`src/rtl/serial_paralelo_rx.sv`:
```
// -----------------------------------------------------------------------------
// serial_paralelo_rx
//   Receive side of the parallel-to-serial link. Shifts in an MSB-first serial
//   stream, locks byte alignment on COMMA idle symbols, declares the link
//   active after COM_COUNT consecutive aligned COMMAs, and then delivers each
//   non-COMMA byte with a one-cycle valid strobe. COMMAs are idle and dropped.
//
// Parameters
//   COMMA      idle/alignment symbol (default 8'hBC)
//   COM_COUNT  aligned COMMAs needed to go active (1..15, default 4)
//
// Ports
//   clk32_f    in   bit clock, all logic on the rising edge
//   reset      in   synchronous active-high reset
//   data_in    in   serial bit, MSB of each byte first
//   data_out   out  [7:0] recovered byte, holds between strobes
//   valid_out  out  one-cycle strobe per recovered non-COMMA byte
//   active     out  link aligned (sticky until reset)
// -----------------------------------------------------------------------------
module serial_paralelo_rx #(
  parameter logic [7:0]  COMMA     = 8'hBC,
  parameter int unsigned COM_COUNT = 4
) (
  input  logic       clk32_f,
  input  logic       reset,
  input  logic       data_in,
  output logic [7:0] data_out,
  output logic       valid_out,
  output logic       active
);

  localparam logic [3:0] COM_TARGET = 4'(COM_COUNT);

  typedef enum logic [1:0] {
    S_UNSYNC = 2'd0,
    S_ALIGN  = 2'd1,
    S_ACTIVE = 2'd2
  } state_t;

  state_t     r_state;
  state_t     w_state_next;

  logic [6:0] r_sr;
  logic [2:0] r_bit_cnt;
  logic [2:0] w_bit_cnt_next;
  logic [3:0] r_com_cnt;
  logic [3:0] w_com_cnt_next;
  logic [3:0] w_com_inc;

  logic [7:0] r_data_out;
  logic [7:0] w_data_out_next;
  logic       r_valid;
  logic       w_valid_next;
  logic       r_active;
  logic       w_active_next;

  logic [7:0] w_win;
  logic       w_is_comma;
  logic       w_boundary;

  // The window includes the bit being sampled this cycle, so a byte is
  // recognised on the same edge that captures its last bit.
  assign w_win      = {r_sr, data_in};
  assign w_is_comma = (w_win == COMMA);
  assign w_boundary = (r_bit_cnt == 3'd7);
  assign w_com_inc  = r_com_cnt + 4'd1;

  // ---------------------------------------------------------------------------
  // State register
  // ---------------------------------------------------------------------------
  always_ff @(posedge clk32_f) begin
    if (reset) begin
      r_state <= S_UNSYNC;
    end else begin
      r_state <= w_state_next;
    end
  end

  // ---------------------------------------------------------------------------
  // Next-state logic
  // ---------------------------------------------------------------------------
  always_comb begin
    w_state_next = r_state;
    case (r_state)
      S_UNSYNC: begin
        // Searches every bit phase; the first hit fixes the byte phase.
        if (w_is_comma) begin
          w_state_next = (COM_TARGET == 4'd1) ? S_ACTIVE : S_ALIGN;
        end
      end
      S_ALIGN: begin
        if (w_boundary) begin
          if (!w_is_comma) begin
            w_state_next = S_UNSYNC;
          end else if (w_com_inc == COM_TARGET) begin
            w_state_next = S_ACTIVE;
          end
        end
      end
      S_ACTIVE: begin
        // No loss-of-sync detection: only reset leaves ACTIVE.
        w_state_next = S_ACTIVE;
      end
      default: begin
        w_state_next = S_UNSYNC;
      end
    endcase
  end

  // ---------------------------------------------------------------------------
  // Output / counter next-value logic
  // ---------------------------------------------------------------------------
  always_comb begin
    w_bit_cnt_next  = r_bit_cnt + 3'd1;
    w_com_cnt_next  = r_com_cnt;
    w_data_out_next = r_data_out;
    w_valid_next    = 1'b0;
    w_active_next   = r_active;
    case (r_state)
      S_UNSYNC: begin
        // The bit counter is meaningless until a COMMA is found; hold it.
        w_bit_cnt_next = r_bit_cnt;
        if (w_is_comma) begin
          w_bit_cnt_next = 3'd0;
          w_com_cnt_next = 4'd1;
          if (COM_TARGET == 4'd1) begin
            w_active_next = 1'b1;
          end
        end
      end
      S_ALIGN: begin
        if (w_boundary) begin
          if (w_is_comma) begin
            w_com_cnt_next = w_com_inc;
            if (w_com_inc == COM_TARGET) begin
              w_active_next = 1'b1;
            end
          end else begin
            w_com_cnt_next = 4'd0;
          end
        end
      end
      S_ACTIVE: begin
        if (w_boundary && !w_is_comma) begin
          w_data_out_next = w_win;
          w_valid_next    = 1'b1;
        end
      end
      default: begin
        w_bit_cnt_next = 3'd0;
      end
    endcase
  end

  // ---------------------------------------------------------------------------
  // Datapath and output registers
  // ---------------------------------------------------------------------------
  always_ff @(posedge clk32_f) begin
    if (reset) begin
      r_sr       <= 7'd0;
      r_bit_cnt  <= 3'd0;
      r_com_cnt  <= 4'd0;
      r_data_out <= 8'h00;
      r_valid    <= 1'b0;
      r_active   <= 1'b0;
    end else begin
      r_sr       <= {r_sr[5:0], data_in};
      r_bit_cnt  <= w_bit_cnt_next;
      r_com_cnt  <= w_com_cnt_next;
      r_data_out <= w_data_out_next;
      r_valid    <= w_valid_next;
      r_active   <= w_active_next;
    end
  end

  assign data_out  = r_data_out;
  assign valid_out = r_valid;
  assign active    = r_active;

endmodule

```
`config.mk`:
```
export PLATFORM = sky130hd
export DESIGN_NAME = serial_paralelo_rx
export DESIGN_NICKNAME = d
export VERILOG_FILES = /design/src/rtl/serial_paralelo_rx.sv
export SDC_FILE = /design/constraint.sdc
export NUM_CORES = 1
export LEC_CHECK = 0
export BUFFER_PORTS_ARGS = -buffer_cell sky130_fd_sc_hd__buf_2
export CORE_MARGIN = 2
export CORE_UTILIZATION = 50
export CTS_CLUSTER_DIAMETER = 40
export DETAILED_ROUTE_END_ITERATION = 10
export PLACE_DENSITY = 0.73
export SLEW_MARGIN = 20
export SYNTH_ARGS = -nofsm -noshare
export SYNTH_HDL_FRONTEND = slang
export SYNTH_SLANG_ARGS = --single-unit
```
`constraint.sdc`:
```
create_clock -name clk32_f -period 1.5 [get_ports clk32_f]
set_input_delay 0.225 -clock clk32_f [delete_from_list [all_inputs] [get_ports clk32_f]]
set_output_delay 0.225 -clock clk32_f [all_outputs]
set_load 0.01 [all_outputs]
```
==> results of run 1 <==
-- routing by layer --
| layer | routed length, um | GRT usage (%) | up-vias |
|---|---|---|---|
| met3 | 59 | 3.45 | 2 |
| met2 | 1240 | 34.6 | 13 |
| met4 | 26 | 7.89 | 0 |
| met1 | 1060 | 23.5 | 424 |
| met5 | 0 | 0 | - |
| li1 | - | - | 473 |
-- through the flow --
step	std cells	hold slack (ns)	setup WS (ns)	setup TNS, ns	utilization, %
floorplan	117	0.353	0.00375	0	-
global placement	172	0.444	-0.0527	-0.411	62.6
detailed placement	172	0.455	-0.0969	-0.806	62.6
CTS	175	0.155	0.00412	0	64.0
global route	177	0.173	-0.0101	-0.0338	68.0
finish	177	0.173	0.0608	0	68.0
-- power by group through the flow --
stage,Sequential [uW],Combinational [uW],Clock [uW]
2_1_floorplan,712,14.9,0
3_3_place_gp,712,28.0,0
3_5_place_dp,712,28.2,0
4_1_cts,697,28.3,297
5_1_grt,691,33.3,320
6_report,690,30.8,284
-- worst paths after layout --
kind,startpoint,to,slack (ns)
min,reset,r_bit_cnt[0]$_SDFFE_PP0P_,0.17
min reg2reg,r_bit_cnt[1]$_SDFFE_PP0P_,r_bit_cnt[1]$_SDFFE_PP0P_,0.48
max reg2reg,r_com_cnt[1]$_SDFFE_PP0P_,r_state[0]$_SDFFE_PP0P_,0.06
max,r_com_cnt[1]$_SDFFE_PP0P_,r_state[0]$_SDFFE_PP0P_,0.06
-- area by class of cell --
| class | count | area [sq um] |
|---|---|---|
| inverters | 2 | 7.51 |
| repair buffers | 33 | 221 |
| well taps | 28 | 35.0 |
| clock buffers | 3 | 22.5 |
| flip-flops and latches | 26 | 543 |
| multi-input cells | 85 | 661 |
| fillers | 176 | 701 |
-- cell usage after synthesis --
| library cell | number | area, sq um |
|---|---|---|
| dfxtp_1 | 26 | 521 |
| nor2_1 | 12 | 45.0 |
| mux2i_1 | 10 | 100 |
| ha_1 | 8 | 100 |
| nor2b_1 | 8 | 50.1 |
| a21oi_1 | 6 | 30.0 |
| nand2_1 | 6 | 22.5 |
| nand2b_1 | 5 | 31.3 |
| nand3_1 | 5 | 25.0 |
| o21ai_0 | 5 | 25.0 |
| clkbuf_1 | 3 | 11.3 |
| a31oi_1 | 2 | 12.5 |
| and2_1 | 2 | 12.5 |
| and3_1 | 2 | 12.5 |
| inv_1 | 2 | 7.51 |
| a21bo_4 | 1 | 16.3 |
| a21oi_2 | 1 | 8.76 |
| a41oi_1 | 1 | 8.76 |
| and4b_1 | 1 | 10.0 |
| and4bb_1 | 1 | 12.5 |
| buf_6 | 1 | 11.3 |
| nand3b_1 | 1 | 7.51 |
| nand4b_1 | 1 | 8.76 |
| nor3_1 | 1 | 5.00 |
| o211a_1 | 1 | 10.0 |
| o211ai_1 | 1 | 7.51 |
| o211ai_4 | 1 | 21.3 |
| o31ai_1 | 1 | 7.51 |
| or2_1 | 1 | 6.26 |
| or2b_2 | 1 | 8.76 |
-- worst register-to-register path, cell delays in order (launching register included) --
cell      delay, ns
dfxtp_4        0.40
ha_4           0.13
nand2b_1       0.09
o21ai_0        0.08
o211a_1        0.27
o211ai_1       0.22
mux2i_1        0.19
-- placed cells by master, fill, tap and decap left out, drive strengths merged --
master  synthesis  final
o211ai          2      2
or2b            1      1
o211a           1      1
nand2b          5      5
and4bb          1      1
nand3b          1      1
or2             1      1
and2            2      2
buf             1     33
clkbuf          3      3
inv             2      2
nor3            1      1
nor2b           8      8
a31oi           2      2
a41oi           1      1
o21ai           5      5
a21oi           7      7
and4b           1      1
nand3           5      5
nor2           12     12
o31ai           1      1
nand2           6      6
mux2i          10     10
and3            2      2
ha              8      8
nand4b          1      1
a21bo           1      1
dfxtp          26     26
-- cells by family (layout without fill, tap and decap cells) --
group                      after synthesis  in the layout  share of synthesized area (%)
and+or+nand+nor                         47             47                           22.3
DFF                                     26             26                           45.0
AOI/OAI and AO/OA                       20             20                           12.8
muxes                                   10             10                           8.66
adders and majority gates                8              8                           8.66
buffers and inverters                    6             38                           2.60
-- what timing repair did --
action / 4_1_cts / 5_1_grt
setup buffers: 0 / 2
endpoints found under the setup margin: 14 / 15
gates resized for setup: 5 / 26
hold endpoints to repair: 0 / 0
pin swaps: 1 / 4
-- flip-flops by register name (all words and copies together) (netlist names) --
register   flops
r_state        2
data_out       8
r_com_cnt      4
r_sr           7
active         1
r_bit_cnt      3
valid_out      1
==> run_results.csv, run 1 <==
group,metric,value,unit
pwr,p_per_area,674,nW/um^2
placed_design,place_area,1370,sq um
setup_path,reg2reg_depth,6,
timing,tightest_slew,0.216,ns
pwr,power.clock.fraction,28.2,%
clock_network,hold_buffers,0,
setup_path,crit_required,1.75,ns
timing,fin_crit_sh,95.9,%
timing,finalSetupViolCount,0,
pwr,p_sw_share,20.8,%
clock_network,cts_root_buffer,"clkbuf_4",
clock_network,tritoncts,"done",
pwr,leakagePower,0.000635,uW
setup_path,crit_type,"reg2reg",
pwr,ir_worst_vdd,0.632,mV
detailed_routing,antenna_left,0,
setup_path,critPathTopFamily,"compound AO/OA/AOI/OAI gates",
setup_path,crit_fanout,5,
timing,clock_skew,0.00685,ns
synthesis,synth_fp_nets,128,
floorplanning,core-area,2190,sq um
timing,period_minus_slack,1.44,ns
synthesis,yosysUniqueCellTypes,30,
global_routing,grt_pass1_wl,3.91,mm
synthesis,ys_warn_count,0,
setup_path,crit_cells,6,
synthesis,syn_avg_cell_area,9.88,sq um
detailed_routing,totalWireLength,2.39,mm
pwr,p_switching,209,uW
placed_design,gp_congestion,0.768,
finish,post-route-cell-area,1490,sq um
placed_design,port_buffers,12,
setup_path,cp_cell_sequence,"ha_4 -> nand2b_1 -> o21ai_0 -> o211a_1 -> o211ai_1 -> mux2i_1",
detailed_routing,num_vias,912,
detailed_routing,drt_iter0_drc,7,
global_routing,grt_pass1_vias,874,
setup_path,arrival,1.69,ns
setup_path,slowest_delay,0.40,ns
clock_network,clkLatencyLatePin,0.31,ns
setup_path,end_kind,"flop",
clock_network,clk_pin_slew,0.13,ns
detailed_routing,wl_per_cell,13.5,um
detailed_routing,route.detailed.drc,0,
floorplanning,ioPinCount,13,
placed_design,place_hpwl,1.71,mm
floorplanning,initial_core_util,52.8,%
pwr,combPwrFrac,3.1,%
pwr,internal_power,796,uW
run_status,status,"complete, no violations",
global_routing,overflow,0,
global_routing,antenna_found_initial,0,
global_routing,grt_use_total,19.7,%
timing,max_freq,695,MHz
finish,area_growth,28.9,%
synthesis,seq_area_frac_synth,45.0,%
synthesis,synth_seq_cells,26,
timing,slew_violations,0,
synthesis,netlist_instances,117,
pwr,total_power,1010,uW
clock_network,cts-htree-levels,1,
detailed_routing,drt-pass1-iter-count,4,
hold_path,hold_class,"in2reg",
floorplanning,rows,17,
synthesis,netlist_area,1160,sq um
global_routing,grt_max_degree,22,
run,max_cap_viol_count,0,
finish,drive_gt1_share,40.9,%
setup_path,crit_buf_inv,0,
clock_network,cts_buffer_depth,2,
floorplanning,die_x,52.1,um
floorplanning,dieArea,2710,sq um
setup_path,start_kind,"flop",
finish,antenna_cells,0,
clock_network,cts_buffers,3,
timing,final-hold-violation-count,0,
pwr,pwr-share-seq,68.7,%
clock_network,clock-sinks,26,
timing,maxSlewHeadroom,85.5,%
detailed_routing,viasPerCell,5.15,
finish,final_net_count,162,
hold_path,holdPathStages,2,
floorplanning,die_h,52.1,um
setup_path,worst_path_max_delay_cell,"dfxtp_4",
Note: power is estimated with default switching activity, not from simulation.
==> inputs of run 2 (changes only) <==
--- a/config.mk
+++ b/config.mk
@@ -5,12 +5,12 @@
 export SDC_FILE = /design/constraint.sdc
 export NUM_CORES = 1
 export LEC_CHECK = 0
-export BUFFER_PORTS_ARGS = -buffer_cell sky130_fd_sc_hd__buf_2
 export CORE_MARGIN = 2
-export CORE_UTILIZATION = 50
+export CORE_UTILIZATION = 54
 export CTS_CLUSTER_DIAMETER = 40
 export DETAILED_ROUTE_END_ITERATION = 10
-export PLACE_DENSITY = 0.73
+export DONT_BUFFER_PORTS = 1
+export PLACE_DENSITY = 0.72
 export SLEW_MARGIN = 20
 export SYNTH_ARGS = -nofsm -noshare
 export SYNTH_HDL_FRONTEND = slang
==> run_results.csv, run 2 (synthesis results as in run 1) <==
group,metric,value,unit
run_status,status,"finished with violations",
run_status,violations,"negative hold slack",
floorplanning,die_x,50.3,um
clock_network,tritoncts,"done",
global_routing,grt_pass1_wl,3.86,mm
clock_network,clk_pin_slew,0.13,ns
clock_network,hold_buffers,7,
global_routing,antenna_found_initial,0,
detailed_routing,wl_per_cell,13.8,um
floorplanning,die_h,50.3,um
floorplanning,dieArea,2530,sq um
setup_path,arrival,1.67,ns
placed_design,gp_congestion,0.687,
pwr,ir_worst_vdd,0.576,mV
hold_path,min_from,"reset",
detailed_routing,met3_length,48,um
timing,rsz0062_at_grt,"true",
setup_path,critPathLaunch,"r_bit_cnt[1]$_SDFFE_PP0P_",
detailed_routing,highest_layer,"met4",
clock_network,clock-sinks,26,
finish,drive_gt1_share,28.7,%
finish,largest_reg_flops,8,
detailed_routing,wl_met2,1.18,mm
detailed_routing,viasPerCell,5.32,
clock_network,clkLatencyLatePin,0.31,ns
placed_design,port_buffers,0,
hold_path,hold_class,"in2reg",
detailed_routing,wl_met1,991,um
clock_network,cts_root_buffer,"clkbuf_4",
timing,period_minus_slack,1.46,ns
detailed_routing,totalWireLength,2.24,mm
global_routing,overflow,0,
floorplanning,core-area,1980,sq um
placed_design,place_hpwl,1.51,mm
detailed_routing,drt-pass1-iter-count,4,
timing,finalSetupViolCount,0,
setup_path,end_kind,"flop",
setup_path,crit_required,1.71,ns
setup_path,start_kind,"flop",
timing,fin_tns_setup,0,ns
setup_path,r2r_start,"r_bit_cnt[1]$_SDFFE_PP0P_",
detailed_routing,route.detailed.drc,0,
detailed_routing,drt_iter0_drc,8,
setup_path,crit_fanout,5,
detailed_routing,num_vias,867,
timing,slew_violations,0,
timing,max_freq,684,MHz
global_routing,grt_pass1_vias,871,
global_routing,grt_max_degree,29,
finish,area_growth,24.8,%
setup_path,crit_type,"reg2reg",
timing,whs,-0.0466,ns
pwr,total_power,990,uW
finish,antenna_cells,0,
clock_network,cts_buffers,3,
floorplanning,initial_core_util,58.3,%
clock_network,cts_buffer_depth,2,
floorplanning,rows,16,
timing,final-hold-violation-count,17,
global_routing,grt_use_total,19.7,%
finish,final_net_count,149,
timing,fin_crit_sh,97.4,%
run,max_cap_viol_count,0,
pwr,leakagePower,0.000580,uW
pwr,p_per_area,686,nW/um^2
timing,maxSlewHeadroom,84.6,%
clock_network,cts-htree-levels,1,
timing,tightest_slew,0.231,ns
finish,final_common_cell,"dfxtp_1",
detailed_routing,antenna_left,0,
floorplanning,ioPinCount,13,
timing,clock_skew,0.00343,ns
finish,mostFrequentLayoutCells,"16 x dfxtp_1, 12 x nor2_1, 11 x buf_4",
[run 2: area by class of cell]
cell class | instances | area (sq um)
multi-input cells | 85 | 668
fillers | 132 | 539
flip-flops and latches | 26 | 536
repair buffers | 20 | 175
well taps | 27 | 33.8
clock buffers | 3 | 22.5
inverters | 2 | 7.51
[run 2: per-stage QoR]
step / cell area (sq um) / hold slack, ns / instances / setup WS (ns) / util (%)
floorplan: 1160 / 0.353 / 117 / 0.00375 / -
global placement: 1240 / 0.290 / 150 / -0.0471 / 62.7
detailed placement: 1240 / 0.292 / 150 / -0.0839 / 62.7
CTS: 1340 / -0.0586 / 160 / 0.00248 / 67.7
global route: 1440 / -0.0733 / 163 / -0.0263 / 72.8
finish: 1440 / -0.0466 / 163 / 0.0386 / 72.8
[run 2: power breakdown]
group | internal (uW) | leakage [uW] | total (uW) | switching [uW]
Sequential | 693 | 0.000215 | 696 | 2.98
Combinational | 9.90 | 0.000352 | 12.3 | 2.39
Clock | 93.8 | 0.0000138 | 282 | 188
[run 2: what timing repair did]
item	in CTS	in global routing
gates resized for setup	4	24
setup buffers	0	3
setup endpoints to repair	13	12
pin swaps	1	7
hold endpoints to repair	24	17
[run 2: layer usage]
layer | vias up | global-route usage [%]
met4 | 0 | 5.56
met1 | 413 | 23.3
met3 | 2 | 3.57
li1 | 446 | -
met5 | - | 0
met2 | 6 | 36.0
[run 2: final timing paths]
kind	end	slack (ns)	depth (start not counted)
worst min-delay path	r_com_cnt[1]$_SDFFE_PP0P_	-0.05	1
worst max register to register	r_com_cnt[0]$_SDFFE_PP0P_	0.04	6
worst min register to register	r_bit_cnt[1]$_SDFFE_PP0P_	0.49	2
worst max-delay path	r_com_cnt[0]$_SDFFE_PP0P_	0.04	6
[run 2: critical path, cell delays in order (launching register included)]
cell and delay, ns:
dfxtp_2 0.36, ha_4 0.16, ha_4 0.15, or2b_4 0.27, o211ai_4 0.11, mux2i_1 0.24
nor2_1 0.07
==> inputs of run 3 (changes only) <==
--- a/config.mk
+++ b/config.mk
@@ -5,6 +5,7 @@
 export SDC_FILE = /design/constraint.sdc
 export NUM_CORES = 1
 export LEC_CHECK = 0
+export ABC_AREA = 1
 export CORE_MARGIN = 2
 export CORE_UTILIZATION = 54
 export CTS_CLUSTER_DIAMETER = 40
==> run_results.csv, run 3 <==
group,metric,value,unit
detailed_routing,drt-pass1-iter-count,3,
pwr,ir_worst_vdd,0.384,mV
synthesis,synth_area_leaders,"dfxtp_1 43%, ha_1 8.3%, nand2_1 8.1%",
finish,area_growth,13.5,%
pwr,p_per_area,764,nW/um^2
floorplanning,initial_core_util,56.0,%
detailed_routing,viasPerCell,5.10,
synthesis,synth_seq_cells,26,
global_routing,grt_max_degree,20,
placed_design,port_buffers,0,
finish,largest_reg_flops,8,
timing,finalSetupViolCount,0,
synthesis,seq_area_frac_synth,43.2,%
synthesis,yosysUniqueCellTypes,26,
clock_network,clkLatencyLatePin,0.32,ns
detailed_routing,antenna_left,0,
setup_path,start_kind,"flop",
synthesis,syn_avg_cell_area,7.77,sq um
timing,rsz0062_at_grt,"false",
timing,maxSlewHeadroom,53.2,%
clock_network,cts-htree-levels,1,
clock_network,cts_buffers,3,
setup_path,crit_required,1.72,ns
setup_path,end_kind,"flop",
timing,tightest_slew,0.700,ns
run,max_cap_viol_count,0,
clock_network,clock-sinks,26,
floorplanning,ioPinCount,13,
detailed_routing,drt_iter0_drc,8,
clock_network,clk_pin_slew,0.14,ns
timing,final-hold-violation-count,0,
clock_network,tritoncts,"done",
floorplanning,die_x,51.2,um
synthesis,synth_fp_nets,166,
timing,fin_tns_setup,0,ns
finish,seq_area,528,sq um
finish,multi_input_area,626,sq um
timing,whs,0.0547,ns
detailed_routing,num_vias,984,
placed_design,place_hpwl,1.62,mm
floorplanning,core-area,2150,sq um
placed_design,gp_congestion,0.848,
pwr,leakagePower,0.000551,uW
clock_network,cts_root_buffer,"clkbuf_4",
synthesis,synth_top_area_share,43.2,%
synthesis,synth_area_leader_cell,"dfxtp_1",
timing,clock_skew,0.00369,ns
floorplanning,rows,17,
finish,final_common_cell,"nand2_1",
clock_network,cts_buffer_depth,2,
timing,max_freq,694,MHz
floorplanning,die_h,51.2,um
synthesis,netlist_instances,155,
finish,drive_gt1_share,20.6,%
synthesis,netlist_area,1200,sq um
timing,slew_violations,0,
setup_path,crit_fanout,4,
run_status,status,"complete, no violations",
detailed_routing,wl_per_cell,12.1,um
synthesis,ys_warn_count,0,
setup_path,crit_type,"reg2reg",
timing,fin_crit_sh,96.1,%
global_routing,grt_use_total,19.1,%
detailed_routing,route.detailed.drc,0,
timing,period_minus_slack,1.44,ns
finish,fillers,196,
floorplanning,dieArea,2620,sq um
synthesis,async_flop_share,0,%
detailed_routing,totalWireLength,2.34,mm
finish,mostFrequentLayoutCells,"26 x nand2_1, 23 x nor2_1, 22 x dfxtp_1",
synthesis,synth-edff-count,0,
global_routing,antenna_found_initial,0,
global_routing,grt_pass1_vias,937,
hold_path,hold_class,"in2reg",
global_routing,grt_pass1_wl,3.71,mm
finish,antenna_cells,0,
setup_path,arrival,1.67,ns
synthesis,synthFlopType,"dfxtp_1",
global_routing,overflow,0,
finish,final_net_count,178,
synthesis,netlist_top_cells_count,"26 x dfxtp_1, 26 x nand2_1, 23 x nor2_1",
==> run 3: cell count changes after synthesis, sizes merged, moves of 3 or more <==
cell	change
a21oi	+8
nor2b	-8
nand2	+25
nand2b	-5
clkbuf	-3
o21ai	+4
inv	+17
nand3	+7
mux2i	-10
nor2	+14
==> run 3: per-layer routing <==
| metal | vias up | global-route usage (%) | routed length (um) |
|---|---|---|---|
| met2 | 17 | 35.3 | 1200 |
| met4 | 0 | 10.1 | 41 |
| met5 | - | 0 | 0 |
| met1 | 450 | 20.4 | 1020 |
| li1 | 512 | - | - |
| met3 | 5 | 3.51 | 74 |
==> run 3: path summary, 6_finish.rpt <==
check / from / endpoint / slack [ns] / cells past startpoint
max: r_state[0]$_SDFFE_PP0P_ / r_com_cnt[0]$_SDFFE_PP0P_ / 0.06 / 7
min reg2reg: r_sr[1]$_SDFF_PP0_ / r_sr[2]$_SDFF_PP0_ / 0.46 / 2
min: data_in / data_out[0]$_SDFFE_PP0P_ / 0.05 / 2
max reg2reg: r_state[0]$_SDFFE_PP0P_ / r_com_cnt[0]$_SDFFE_PP0P_ / 0.06 / 7
==> run 3: cell families after synthesis <==
| group | after synthesis | synth area share (%) |
|---|---|---|
| flip-flops | 26 | 43.2 |
| adder cells (fa/ha/maj) | 8 | 8.32 |
| AO/OA/AOI/OAI | 25 | 11.2 |
| AND/OR/NAND/NOR | 73 | 29.3 |
| buffers and inverters | 23 | 7.90 |
==> run 3: layout make-up <==
| type | instances | area share [%] |
|---|---|---|
| clock buffers | 3 | 1.65 |
| multi-input cells | 106 | 45.8 |
| inverters | 20 | 5.49 |
| repair buffers | 10 | 5.86 |
| flip-flops and latches | 26 | 38.6 |
| well taps | 28 | 2.56 |
==> run 3: what timing repair did <==
item	CTS	global route
hold endpoints to repair	19	0
buffers inserted	0	3
hold buffers	2	0
pin swaps	1	1
resized for setup	3	11
setup endpoints to repair	2	11
==> run 3: stage by stage <==
step / worst slack (ns) / instances / power (uW) / instance area, sq um / util [%]
floorplan: 0.0978 / 155 / 747 / 1200 / -
CTS: 0.00212 / 190 / 1050 / 1310 / 60.7
detailed placement: 0.00719 / 185 / 749 / 1260 / 58.5
finish: 0.0592 / 193 / 1040 / 1370 / 63.6
global route: 0.000843 / 193 / 1080 / 1370 / 63.6
global placement: 0.0769 / 185 / 747 / 1260 / 58.5
==> run 3: where the power goes <==
part           total [uW]  internal (uW)  leakage [uW]  switching [uW]
Combinational        42.3           15.9      0.000325            26.3
Clock                 297           94.1     0.0000138             203
Sequential            704            697      0.000212            7.02
Total                1040            807      0.000551             236
==> run 3: critical path, stage by stage (launching register included) <==
cell     delay, ns
dfxtp_4       0.40
inv_1         0.08
ha_1          0.22
or2_2         0.30
nand2_1       0.09
a21oi_2       0.05
o21ai_0       0.16
nor2_1        0.06
